## src/rtl/slave_port_mux.sv

```systemverilog
// Per-slave port multiplexer: forwards the arbiter-granted master's request to one slave
// and routes the acknowledge, read data or timeout error back to that master.
module slave_port_mux #(
    parameter int         SLAVE   = 0,
    parameter logic [7:0] TIMEOUT = 8'd255
) (
    input  logic         clk,
    input  logic         reset_n,
    input  logic         arb_req,
    input  logic [2:0]   arb_master,
    output logic         arb_ack,
    input  logic [127:0] m_addr,
    input  logic [3:0]   m_cmd,
    input  logic [127:0] m_wdata,
    output logic [3:0]   m_ack,
    output logic [3:0]   m_resp,
    output logic [3:0]   m_err,
    output logic [31:0]  m_rdata,
    output logic         s_req,
    output logic         s_cmd,
    output logic [31:0]  s_addr,
    output logic [31:0]  s_wdata,
    input  logic         s_ack,
    input  logic         s_resp,
    input  logic [31:0]  s_rdata
);

    typedef enum logic [1:0] {IDLE, ADDR, RESP} state_t;

    state_t       state, state_d;
    logic [1:0]   sel, sel_d;
    logic [7:0]   cnt, cnt_d;
    logic         done, done_d;
    logic         s_req_d, s_cmd_d, arb_ack_d;
    logic [31:0]  s_addr_d, s_wdata_d, m_rdata_d;
    logic [3:0]   m_ack_d, m_resp_d, m_err_d;
    logic [3:0]   sel_oh;
    logic         timeout;

    // SLAVE only labels the instance; it has no effect on behaviour.
    logic unused_slave;
    assign unused_slave = (SLAVE < 0);

    assign sel_oh  = 4'b0001 << sel;
    assign timeout = (cnt + 8'd1) == TIMEOUT;

    always_comb begin
        state_d   = state;
        sel_d     = sel;
        cnt_d     = cnt;
        done_d    = 1'b0;
        s_req_d   = s_req;
        s_cmd_d   = s_cmd;
        s_addr_d  = s_addr;
        s_wdata_d = s_wdata;
        m_rdata_d = m_rdata;
        m_ack_d   = 4'b0000;
        m_resp_d  = 4'b0000;
        m_err_d   = 4'b0000;
        arb_ack_d = 1'b0;
        case (state)
            IDLE: begin
                // done blocks the arbiter's stale grant during the completion pulse cycle
                if (arb_req && !done && arb_master != 3'd0 && arb_master <= 3'd4) begin
                    sel_d     = 2'(arb_master - 3'd1);
                    s_addr_d  = m_addr[{sel_d, 5'd0} +: 32];
                    s_wdata_d = m_wdata[{sel_d, 5'd0} +: 32];
                    s_cmd_d   = m_cmd[sel_d];
                    s_req_d   = 1'b1;
                    cnt_d     = 8'd0;
                    state_d   = ADDR;
                end
            end
            ADDR: begin
                if (s_ack) begin
                    s_req_d   = 1'b0;
                    m_ack_d   = sel_oh;
                    arb_ack_d = 1'b1;
                    if (s_cmd) begin
                        state_d = IDLE;
                        done_d  = 1'b1;
                    end else if (s_resp) begin
                        m_resp_d  = sel_oh;
                        m_rdata_d = s_rdata;
                        state_d   = IDLE;
                        done_d    = 1'b1;
                    end else begin
                        cnt_d   = 8'd0;
                        state_d = RESP;
                    end
                end else if (timeout) begin
                    s_req_d   = 1'b0;
                    m_err_d   = sel_oh;
                    arb_ack_d = 1'b1;
                    state_d   = IDLE;
                    done_d    = 1'b1;
                end else begin
                    cnt_d = cnt + 8'd1;
                end
            end
            RESP: begin
                if (s_resp) begin
                    m_resp_d  = sel_oh;
                    m_rdata_d = s_rdata;
                    state_d   = IDLE;
                    done_d    = 1'b1;
                end else if (timeout) begin
                    m_err_d   = sel_oh;
                    arb_ack_d = 1'b1;
                    state_d   = IDLE;
                    done_d    = 1'b1;
                end else begin
                    cnt_d = cnt + 8'd1;
                end
            end
            default: state_d = IDLE;
        endcase
    end

    always_ff @(posedge clk or negedge reset_n) begin
        if (!reset_n) begin
            state   <= IDLE;
            sel     <= 2'd0;
            cnt     <= 8'd0;
            done    <= 1'b0;
            s_req   <= 1'b0;
            s_cmd   <= 1'b0;
            s_addr  <= 32'd0;
            s_wdata <= 32'd0;
            m_rdata <= 32'd0;
            m_ack   <= 4'b0000;
            m_resp  <= 4'b0000;
            m_err   <= 4'b0000;
            arb_ack <= 1'b0;
        end else begin
            state   <= state_d;
            sel     <= sel_d;
            cnt     <= cnt_d;
            done    <= done_d;
            s_req   <= s_req_d;
            s_cmd   <= s_cmd_d;
            s_addr  <= s_addr_d;
            s_wdata <= s_wdata_d;
            m_rdata <= m_rdata_d;
            m_ack   <= m_ack_d;
            m_resp  <= m_resp_d;
            m_err   <= m_err_d;
            arb_ack <= arb_ack_d;
        end
    end

endmodule

```

## config.mk

```make
export PLATFORM = sky130hd
export DESIGN_NAME = slave_port_mux
export DESIGN_NICKNAME = d
export VERILOG_FILES = /design/src/rtl/slave_port_mux.sv
export SDC_FILE = /design/constraint.sdc
export NUM_CORES = 1
export LEC_CHECK = 0
export BUFFER_PORTS_ARGS = -buffer_cell sky130_fd_sc_hd__clkbuf_2
export CAP_MARGIN = 5
export CORE_AREA = 2 2 158 160
export DETAILED_ROUTE_END_ITERATION = 8
export DIE_AREA = 0 0 160 162
export PLACE_DENSITY_LB_ADDON = 0.2
export SKIP_CTS_REPAIR_TIMING = 1
export SYNTH_ARGS = -nofsm -noshare
export SYNTH_HDL_FRONTEND = slang
export SYNTH_SLANG_ARGS = --single-unit
export TNS_END_PERCENT = 50
```

## constraint.sdc

```tcl
create_clock -name clk -period 2 [get_ports clk]
set_input_delay 0 -clock clk [delete_from_list [all_inputs] [get_ports clk]]
set_output_delay 0 -clock clk [all_outputs]
set_load 0.005 [all_outputs]
```

==> results of run 1 <==
-- registers in the layout (all words and copies together), names as in the netlist --
| signal | count |
|---|---|
| done | 1 |
| arb_ack | 1 |
| state | 2 |
| m_ack | 4 |
| s_wdata | 32 |
| cnt | 8 |
| m_resp | 4 |
| m_rdata | 32 |
| sel | 2 |
| s_req | 1 |
| s_addr | 32 |
| s_cmd | 1 |
| m_err | 4 |
-- worst paths after layout --
| path | from | endpoint | slack, ns |
|---|---|---|---|
| min in group clk | s_ack | done$_DFF_PN0_ | 0.02 |
| hold reg to reg | m_rdata[17]$_DFFE_PN0P_ | m_rdata[17]$_DFFE_PN0P_ | 0.50 |
| hold / removal | reset_n | m_rdata[0]$_DFFE_PN0P_ | 0.02 |
| max in group asynchronous | reset_n | s_wdata[10]$_DFFE_PN0P_ | 1.26 |
| setup / recovery | cnt[0]$_DFFE_PN0P_ | cnt[0]$_DFFE_PN0P_ | 0.07 |
| setup reg to reg | cnt[0]$_DFFE_PN0P_ | cnt[0]$_DFFE_PN0P_ | 0.07 |
-- synth_stat cells, types with 2 or more instances --
cell type,count,area share [%]
sky130_fd_sc_hd__a21oi_1,4,0.31
sky130_fd_sc_hd__and3_1,2,0.19
sky130_fd_sc_hd__buf_1,5,0.29
sky130_fd_sc_hd__buf_2,11,0.85
sky130_fd_sc_hd__clkbuf_1,12,0.69
sky130_fd_sc_hd__dfrtp_1,124,48
sky130_fd_sc_hd__ha_1,7,1.3
sky130_fd_sc_hd__inv_1,9,0.52
sky130_fd_sc_hd__mux2_2,97,17
sky130_fd_sc_hd__mux4_2,65,23
sky130_fd_sc_hd__nand2_1,12,0.69
sky130_fd_sc_hd__nand2b_1,3,0.29
sky130_fd_sc_hd__nand3_1,6,0.46
sky130_fd_sc_hd__nor2_1,18,1.0
sky130_fd_sc_hd__nor2b_1,4,0.39
sky130_fd_sc_hd__nor3_1,7,0.54
sky130_fd_sc_hd__o21ai_0,14,1.1
sky130_fd_sc_hd__o31ai_1,3,0.35
sky130_fd_sc_hd__o41ai_1,4,0.54
sky130_fd_sc_hd__or3_1,4,0.39
sky130_fd_sc_hd__xnor2_1,4,0.54
-- critical path, delay by kind of cell, from the launching register on --
family                   cells  cell delay (ns)
adder cells (fa/ha/maj)      1             0.19
XOR/XNOR                     1             0.11
AO/OA/AOI/OAI                2             0.53
flip-flops                   1             0.45
buffers and inverters        1             0.17
AND/OR/NAND/NOR              1             0.39
-- final cells by class --
type / instances / area (µm²) / area share (%)
Multi-Input combinational cell: 271 / 3310 / 32.7
Inverter: 9 / 33.8 / 0.334
Tap cell: 324 / 405 / 4.01
Sequential cell: 124 / 3110 / 30.7
Clock buffer: 18 / 439 / 4.34
Timing Repair Buffer: 469 / 2650 / 26.2
Antenna cell: 1 / 2.50 / 0.0248
Clock inverter: 14 / 166 / 1.65
-- power groups by stage --
stage	clock network (µW)	logic (µW)	registers, µW
finish	3190	4120	4170
global route	3420	4500	4320
CTS	3300	4170	4170
detailed placement	0	4160	4210
global placement	0	4120	4170
floorplan	0	1920	4240
-- metrics by stage --
stage	worst slack [ns]	area [µm²]
2_1_floorplan	-0.0375	6530
3_3_place_gp	0.0389	9130
3_5_place_dp	0.0222	9130
4_1_cts	-0.0271	9740
5_1_grt	0.00213	10100
6_report	0.0692	10100
-- routing by layer --
metal / GRT usage (%) / vias to the layer above / part of all wire, % / wire length [µm]
li1: - / 2593 / - / -
met1: 18.4 / 2743 / 37 / 7920
met2: 28.8 / 241 / 54 / 11400
met3: 4.03 / 23 / 6.7 / 1420
met4: 5.77 / 0 / 1.9 / 401
met5: 0 / - / 0 / 0
-- cells by family (layout without fill, tap and decap cells) --
logic type                 Yosys count  after routing  share of synthesized area, %
muxes                              163            163                          39.5
xor gates and xnor gates             5              5                         0.790
adders and majority gates            7              7                          1.35
AOI/OAI and AO/OA                   34             34                          3.28
buffers and inverters               37            510                          2.35
other                                0              1                             0
DFF                                124            124                          47.8
and+or+nand+nor                     62             62                          4.95
==> flow_metrics.env, run 1 <==
export IMPL_initialDrtViolationCount=254
export IMPL_numClockSinks=124
export IMPL_die_area_mm2=0.0259
export IMPL_syn_area_mm2=0.00649
export IMPL_number_of_antenna_violations_at_the_first_check_in_global_routing=1
export IMPL_grt_max_degree=67
export IMPL_number_of_warnings_printed_during_yosys_synthesis=0
export IMPL_stdcell_count=1230
export IMPL_netlist_cell_type_count=38
export IMPL_relSlewSlack_pct=58.4
export IMPL_async_flop_share_pct=100
export IMPL_power_uw=11500
export IMPL_num_nets_final=1199
export IMPL_rows=57
export IMPL_wire_per_inst_um=17.2
export IMPL_timing_setup_tns_ns=0
export IMPL_timing_worst_slew_pin_value_ns=0.624
export IMPL_outcome="finished clean"
export IMPL_cts_max_level=4
export IMPL_worst_ep_required_time_ns=2.32
export IMPL_crit_path_max_fanout=6
export IMPL_synth_fp_nets=739
export IMPL_mostFrequentLayoutCell="sky130_fd_sc_hd__clkbuf_2"
export IMPL_numPortBuffers=410
export IMPL_drt_total_wl_mm=21.2
export IMPL_share_clk_of_total_power_pct=27.8
export IMPL_number_of_global_route_vias_before_repair=5757
export IMPL_die_w_um=160
export IMPL_post_drt_via_cell_ratio=4.55
export IMPL_timing_fmax_mhz=518
export IMPL_timing_worst_setup_path_type="reg2reg"
export IMPL_post_synth_inst_count=432
export IMPL_design_portCount=411
export IMPL_setup_violations=0
export IMPL_drv_max_cap_violation_count=0
export IMPL_inserted_clock_buffers=17
export IMPL_power_combinational_fraction_pct=35.9
export IMPL_netSwitchingFraction_pct=30.9
export IMPL_vdd_drop_max_mv=0.417
export IMPL_cts_root_to_sink_buffers=2
export IMPL_detailedPlacementHpwl_mm=16.6
export IMPL_sequential_element_share_of_the_synthesized_area_pct=47.8
export IMPL_power_leakage_uw=0.00491
export IMPL_grt_total_usage_pct=16.0
export IMPL_power_density_mw_per_mm2=1140
export IMPL_switchingPower_uw=3550
export IMPL_report_final_slew_viol_count=0
export IMPL_setup_worst_path_start_class="flop"
export IMPL_grt_first_pass_wirelength_mm=31.8
export IMPL_final_min_clock_period_ns=1.93
export IMPL_global_route_overflow_total=0
export IMPL_postLayoutCoreUtil_pct=41.9
export IMPL_cp_endpoint_kind="flop"
export IMPL_tritoncts="yes"
export IMPL_timing_clock_skew_ns=0.00883
export IMPL_worstSkewPairLatency_ns=0.41
export IMPL_count_of_flip_flops_with_a_built_in_enable_after_synthesis=0
export IMPL_ratio_of_cells_with_drive_above_1_in_the_final_layout_pct=71.3
export IMPL_p_int_uw=7930
export IMPL_worst_hold_class="in2async"
export IMPL_antenna_violating_nets_post_route=0
export IMPL_number_of_failing_hold_endpoints_at_the_final_stage=0
export IMPL_ys_ff_latch=124
export IMPL_synth_flop_cell="sky130_fd_sc_hd__dfrtp_1"
export IMPL_initial_utilization_pct=26.9
export IMPL_syn_mean_instance_area_um2=15.0
export IMPL_layout_worst_path_cycle_share_pct=96.5
export IMPL_worstPathCellList="ha_4 -> xnor2_1 -> or3_1 -> buf_4 -> o41ai_1 -> o2bb2ai_1"
export IMPL_pwr_share_seq_pct=36.3
export IMPL_coreArea_mm2=0.0241
export IMPL_ff2ff_path_depth=6
export IMPL_mostFrequentLayoutCells="sky130_fd_sc_hd__clkbuf_2 (408), sky130_fd_sc_hd__dfrtp_1 (122), sky130_fd_sc_hd__mux2_2 (97)"
export IMPL_timing_critical_path_slowest_stage_cell="sky130_fd_sc_hd__dfrtp_2"
export IMPL_cp_arrival_ns=2.25
export IMPL_critPathMaxStageDelay_ns=0.45
export IMPL_finalHoldWorstSlack_ns=0.0226
export IMPL_clk_pin_slew_worst_paths_ns=0.06
export IMPL_drt_drc_violations_left=0
export IMPL_clockRootBuffer="sky130_fd_sc_hd__clkbuf_16"
export IMPL_areaGrowthSynthToFinish_pct=55.7
export IMPL_routed_via_count=5600
export IMPL_place_congestion=0.792
export IMPL_fill_cells=2370
export IMPL_unrepaired_setup_endpoints_after_global_routing="no"
export IMPL_placedCellCount=1163
export IMPL_die_height_um=162
export IMPL_drt_pass1_iter_count=4
No activity file was read; power rests on OpenSTA's default activity.
==> inputs of run 2 (changes only) <==
--- a/config.mk
+++ b/config.mk
@@ -5,11 +5,13 @@
 export SDC_FILE = /design/constraint.sdc
 export NUM_CORES = 1
 export LEC_CHECK = 0
+export ABC_AREA = 1
+export ABC_CLOCK_PERIOD_IN_PS = 2000
 export BUFFER_PORTS_ARGS = -buffer_cell sky130_fd_sc_hd__clkbuf_2
 export CAP_MARGIN = 5
-export CORE_AREA = 2 2 158 160
+export CORE_AREA = 2 2 161 163
 export DETAILED_ROUTE_END_ITERATION = 8
-export DIE_AREA = 0 0 160 162
+export DIE_AREA = 0 0 163 165
 export PLACE_DENSITY_LB_ADDON = 0.2
 export SKIP_CTS_REPAIR_TIMING = 1
 export SYNTH_ARGS = -nofsm -noshare
==> run 2 against run 1 <==
The run now ends with hold timing left. Critical path type unchanged. Design area is 12% higher. Global-route usage rose by 2.8 points. Final cell count up 43%. Register-to-register slack better by 0.08 ns. Largest cell class is now non-clock buffers.
==> flow_metrics.env, run 2 <==
export IMPL_outcome="complete, but fails checks"
export IMPL_violations="hold timing"
export IMPL_grt_first_pass_wirelength_mm=39.3
export IMPL_inserted_clock_buffers=17
export IMPL_areaGrowthSynthToFinish_pct=63.6
export IMPL_clk_pin_slew_worst_paths_ns=0.07
export IMPL_die_area_mm2=0.0269
export IMPL_worst_hold_class="in2reg"
export IMPL_worst_ep_required_time_ns=2.29
export IMPL_setup_worst_path_start_class="flop"
export IMPL_hold_path_startpoint="m_addr[95]"
export IMPL_crit_path_max_fanout=19
export IMPL_wire_per_inst_um=15.6
export IMPL_antenna_violating_nets_post_route=0
export IMPL_cp_endpoint_kind="flop"
export IMPL_design_portCount=411
export IMPL_initial_utilization_pct=27.7
export IMPL_report_final_slew_viol_count=0
export IMPL_m1WireLength_mm=11.8
export IMPL_number_of_antenna_violations_at_the_first_check_in_global_routing=0
export IMPL_vdd_drop_max_mv=0.649
export IMPL_worst_slack_ns=0.148
export IMPL_routed_via_count=8114
export IMPL_yosys_cell_count_top_type="sky130_fd_sc_hd__nor2_1"
export IMPL_timing_setup_tns_ns=0
export IMPL_sequential_element_share_of_the_synthesized_area_pct=44.8
export IMPL_number_of_warnings_printed_during_yosys_synthesis=0
export IMPL_detailedPlacementHpwl_mm=19.1
export IMPL_syn_area_mm2=0.00693
export IMPL_worstSkewPairLatency_ns=0.42
export IMPL_cp_arrival_ns=2.14
export IMPL_power_density_mw_per_mm2=1070
export IMPL_power_leakage_uw=0.00576
export IMPL_drv_max_cap_violation_count=0
export IMPL_numPortBuffers=410
export IMPL_drt_total_wl_mm=27.4
export IMPL_relSlewSlack_pct=58.0
export IMPL_cp_startpoint="state[1]$_DFFE_PN0P_"
export IMPL_number_of_global_route_vias_before_repair=7222
export IMPL_cts_max_level=4
export IMPL_grt_total_usage_pct=18.8
export IMPL_cts_root_to_sink_buffers=2
export IMPL_async_flop_share_pct=100
export IMPL_ys_ff_latch=124
export IMPL_count_of_flip_flops_with_a_built_in_enable_after_synthesis=0
export IMPL_number_of_failing_hold_endpoints_at_the_final_stage=43
export IMPL_met3WireLength_mm=1.74
export IMPL_post_synth_most_frequent_cells="sky130_fd_sc_hd__nor2_1 (270), sky130_fd_sc_hd__o21ai_0 (139), sky130_fd_sc_hd__dfrtp_1 (124), sky130_fd_sc_hd__nand2_1 (107), sky130_fd_sc_hd__a31oi_1 (42)"
export IMPL_dpl_worst_slack_ns=0.0915
export IMPL_die_w_um=163
export IMPL_antenna_cells_inserted=0
export IMPL_synth_flop_cell="sky130_fd_sc_hd__dfrtp_1"
export IMPL_die_height_um=165
export IMPL_route_met2_wl_mm=13.3
export IMPL_num_nets_final=1720
export IMPL_finalHoldWorstSlack_ns=-0.0551
export IMPL_layout_worst_path_cycle_share_pct=92.6
export IMPL_rows=58
export IMPL_mostFrequentLayoutCells="sky130_fd_sc_hd__clkbuf_2 (408), sky130_fd_sc_hd__nor2_1 (270), sky130_fd_sc_hd__o21ai_0 (139)"
export IMPL_mostFrequentLayoutCell="sky130_fd_sc_hd__clkbuf_2"
export IMPL_setup_violations=0
export IMPL_postLayoutCoreUtil_pct=45.3
export IMPL_timing_clock_skew_ns=0.0118
export IMPL_route_top_layer_used="met4"
export IMPL_synth_largest_area_cell="sky130_fd_sc_hd__dfrtp_1"
export IMPL_final_min_clock_period_ns=1.85
export IMPL_largest_registers="m_rdata: 32 flops, s_addr: 32 flops, s_wdata: 32 flops"
export IMPL_ratio_of_cells_with_drive_above_1_in_the_final_layout_pct=36.3
export IMPL_global_route_overflow_total=0
export IMPL_syn_mean_instance_area_um2=7.81
export IMPL_unrepaired_setup_endpoints_after_global_routing="no"
export IMPL_yosysTopAreaCellShare_pct=44.8
export IMPL_post_drt_via_cell_ratio=4.62
export IMPL_timing_worst_setup_path_type="reg2reg"
export IMPL_clockRootBuffer="sky130_fd_sc_hd__clkbuf_16"
export IMPL_numClockSinks=124
export IMPL_synth_fp_nets=1194
export IMPL_drt_drc_violations_left=0
export IMPL_grt_max_degree=132
export IMPL_netlist_cell_type_count=33
export IMPL_timing_worst_slew_pin_value_ns=0.631
export IMPL_rr_startpoint="state[1]$_DFFE_PN0P_"
export IMPL_place_congestion=0.850
export IMPL_post_synth_main_area_contributors="sky130_fd_sc_hd__dfrtp_1 (45%), sky130_fd_sc_hd__nor2_1 (15%), sky130_fd_sc_hd__o21ai_0 (10%), sky130_fd_sc_hd__mux2_4 (6.5%), sky130_fd_sc_hd__nand2_1 (5.8%)"
export IMPL_post_synth_inst_count=887
export IMPL_timing_fmax_mhz=540
export IMPL_tritoncts="yes"
export IMPL_initialDrtViolationCount=344
export IMPL_drt_pass1_iter_count=4
export IMPL_coreArea_mm2=0.0250
run 2: cell count changes in the layout (fill, tap and decap cells not counted), moves of 7 or more:
| cell | previous run | this run |
|---|---|---|
| sky130_fd_sc_hd__a31oi_1 | 1 | 42 |
| sky130_fd_sc_hd__buf_4 | 22 | 15 |
| sky130_fd_sc_hd__dlygate4sd3_1 | 33 | 136 |
| sky130_fd_sc_hd__inv_1 | 9 | 25 |
| sky130_fd_sc_hd__mux2_2 | 97 | 2 |
| sky130_fd_sc_hd__mux2_4 | 0 | 30 |
| sky130_fd_sc_hd__mux4_2 | 65 | 0 |
| sky130_fd_sc_hd__nand2_1 | 12 | 107 |
| sky130_fd_sc_hd__nand3_1 | 5 | 14 |
| sky130_fd_sc_hd__nor2_1 | 17 | 270 |
| sky130_fd_sc_hd__nor3_1 | 7 | 0 |
| sky130_fd_sc_hd__o21ai_0 | 12 | 139 |
| sky130_fd_sc_hd__o22ai_1 | 1 | 24 |
run 2: through the flow:
stage	area, µm²	total power (µW)	std cells	hold WS (ns)
3_3_place_gp	9370	8700	1587	-0.0446
6_report	11300	12100	1756	-0.0551
4_1_cts	9960	12000	1619	-0.492
2_1_floorplan	6930	6550	887	-0.296
3_5_place_dp	9370	8730	1587	-0.0455
5_1_grt	11300	12900	1756	0.00000414
run 2: power breakdown:
group	switching, µW	leakage [µW]	internal (µW)
Combinational	2340	0.00398	2370
Clock	1210	0.000283	1910
Sequential	672	0.00150	3570
run 2: worst paths after layout:
check	endpoint	slack, ns	cells past startpoint
max in group asynchronous	s_wdata[19]$_DFFE_PN0P_	1.30	3
min	s_addr[31]$_DFFE_PN0P_	-0.06	3
min in group asynchronous	m_resp[0]$_DFF_PN0_	0.09	2
max reg2reg	m_rdata[15]$_DFFE_PN0P_	0.15	6
max	m_rdata[15]$_DFFE_PN0P_	0.15	6
min reg2reg	s_addr[26]$_DFFE_PN0P_	0.48	2
run 2: logic make-up after synthesis:
logic type,share of synthesized area (%)
muxes,6.83
buffers and inverters,5.60
adders and majority gates,1.26
and+or+nand+nor,23.6
AOI/OAI and AO/OA,18.0
DFF,44.8
run 2: area by class of cell:
cell class	instances	area, µm²
fillers	2468	13700
repair buffers	567	3670
multi-input cells	673	3440
flip-flops and latches	124	3100
clock buffers	20	457
well taps	330	413
clock inverters	12	136
inverters	30	115
run 2: worst max-delay path: stages, from the launching register on:
cell and delay (ns):
sky130_fd_sc_hd__dfrtp_1 0.37, sky130_fd_sc_hd__inv_1 0.09, sky130_fd_sc_hd__ha_1 0.31, sky130_fd_sc_hd__inv_2 0.10
sky130_fd_sc_hd__o211ai_4 0.30, sky130_fd_sc_hd__buf_12 0.24, sky130_fd_sc_hd__mux2_4 0.32
run 2: metal layers:
| metal | global-route usage [%] | vias up |
|---|---|---|
| met4 | 6.15 | 0 |
| li1 | - | 4006 |
| met2 | 31.3 | 335 |
| met5 | 0 | - |
| met1 | 23.5 | 3733 |
| met3 | 5.25 | 40 |
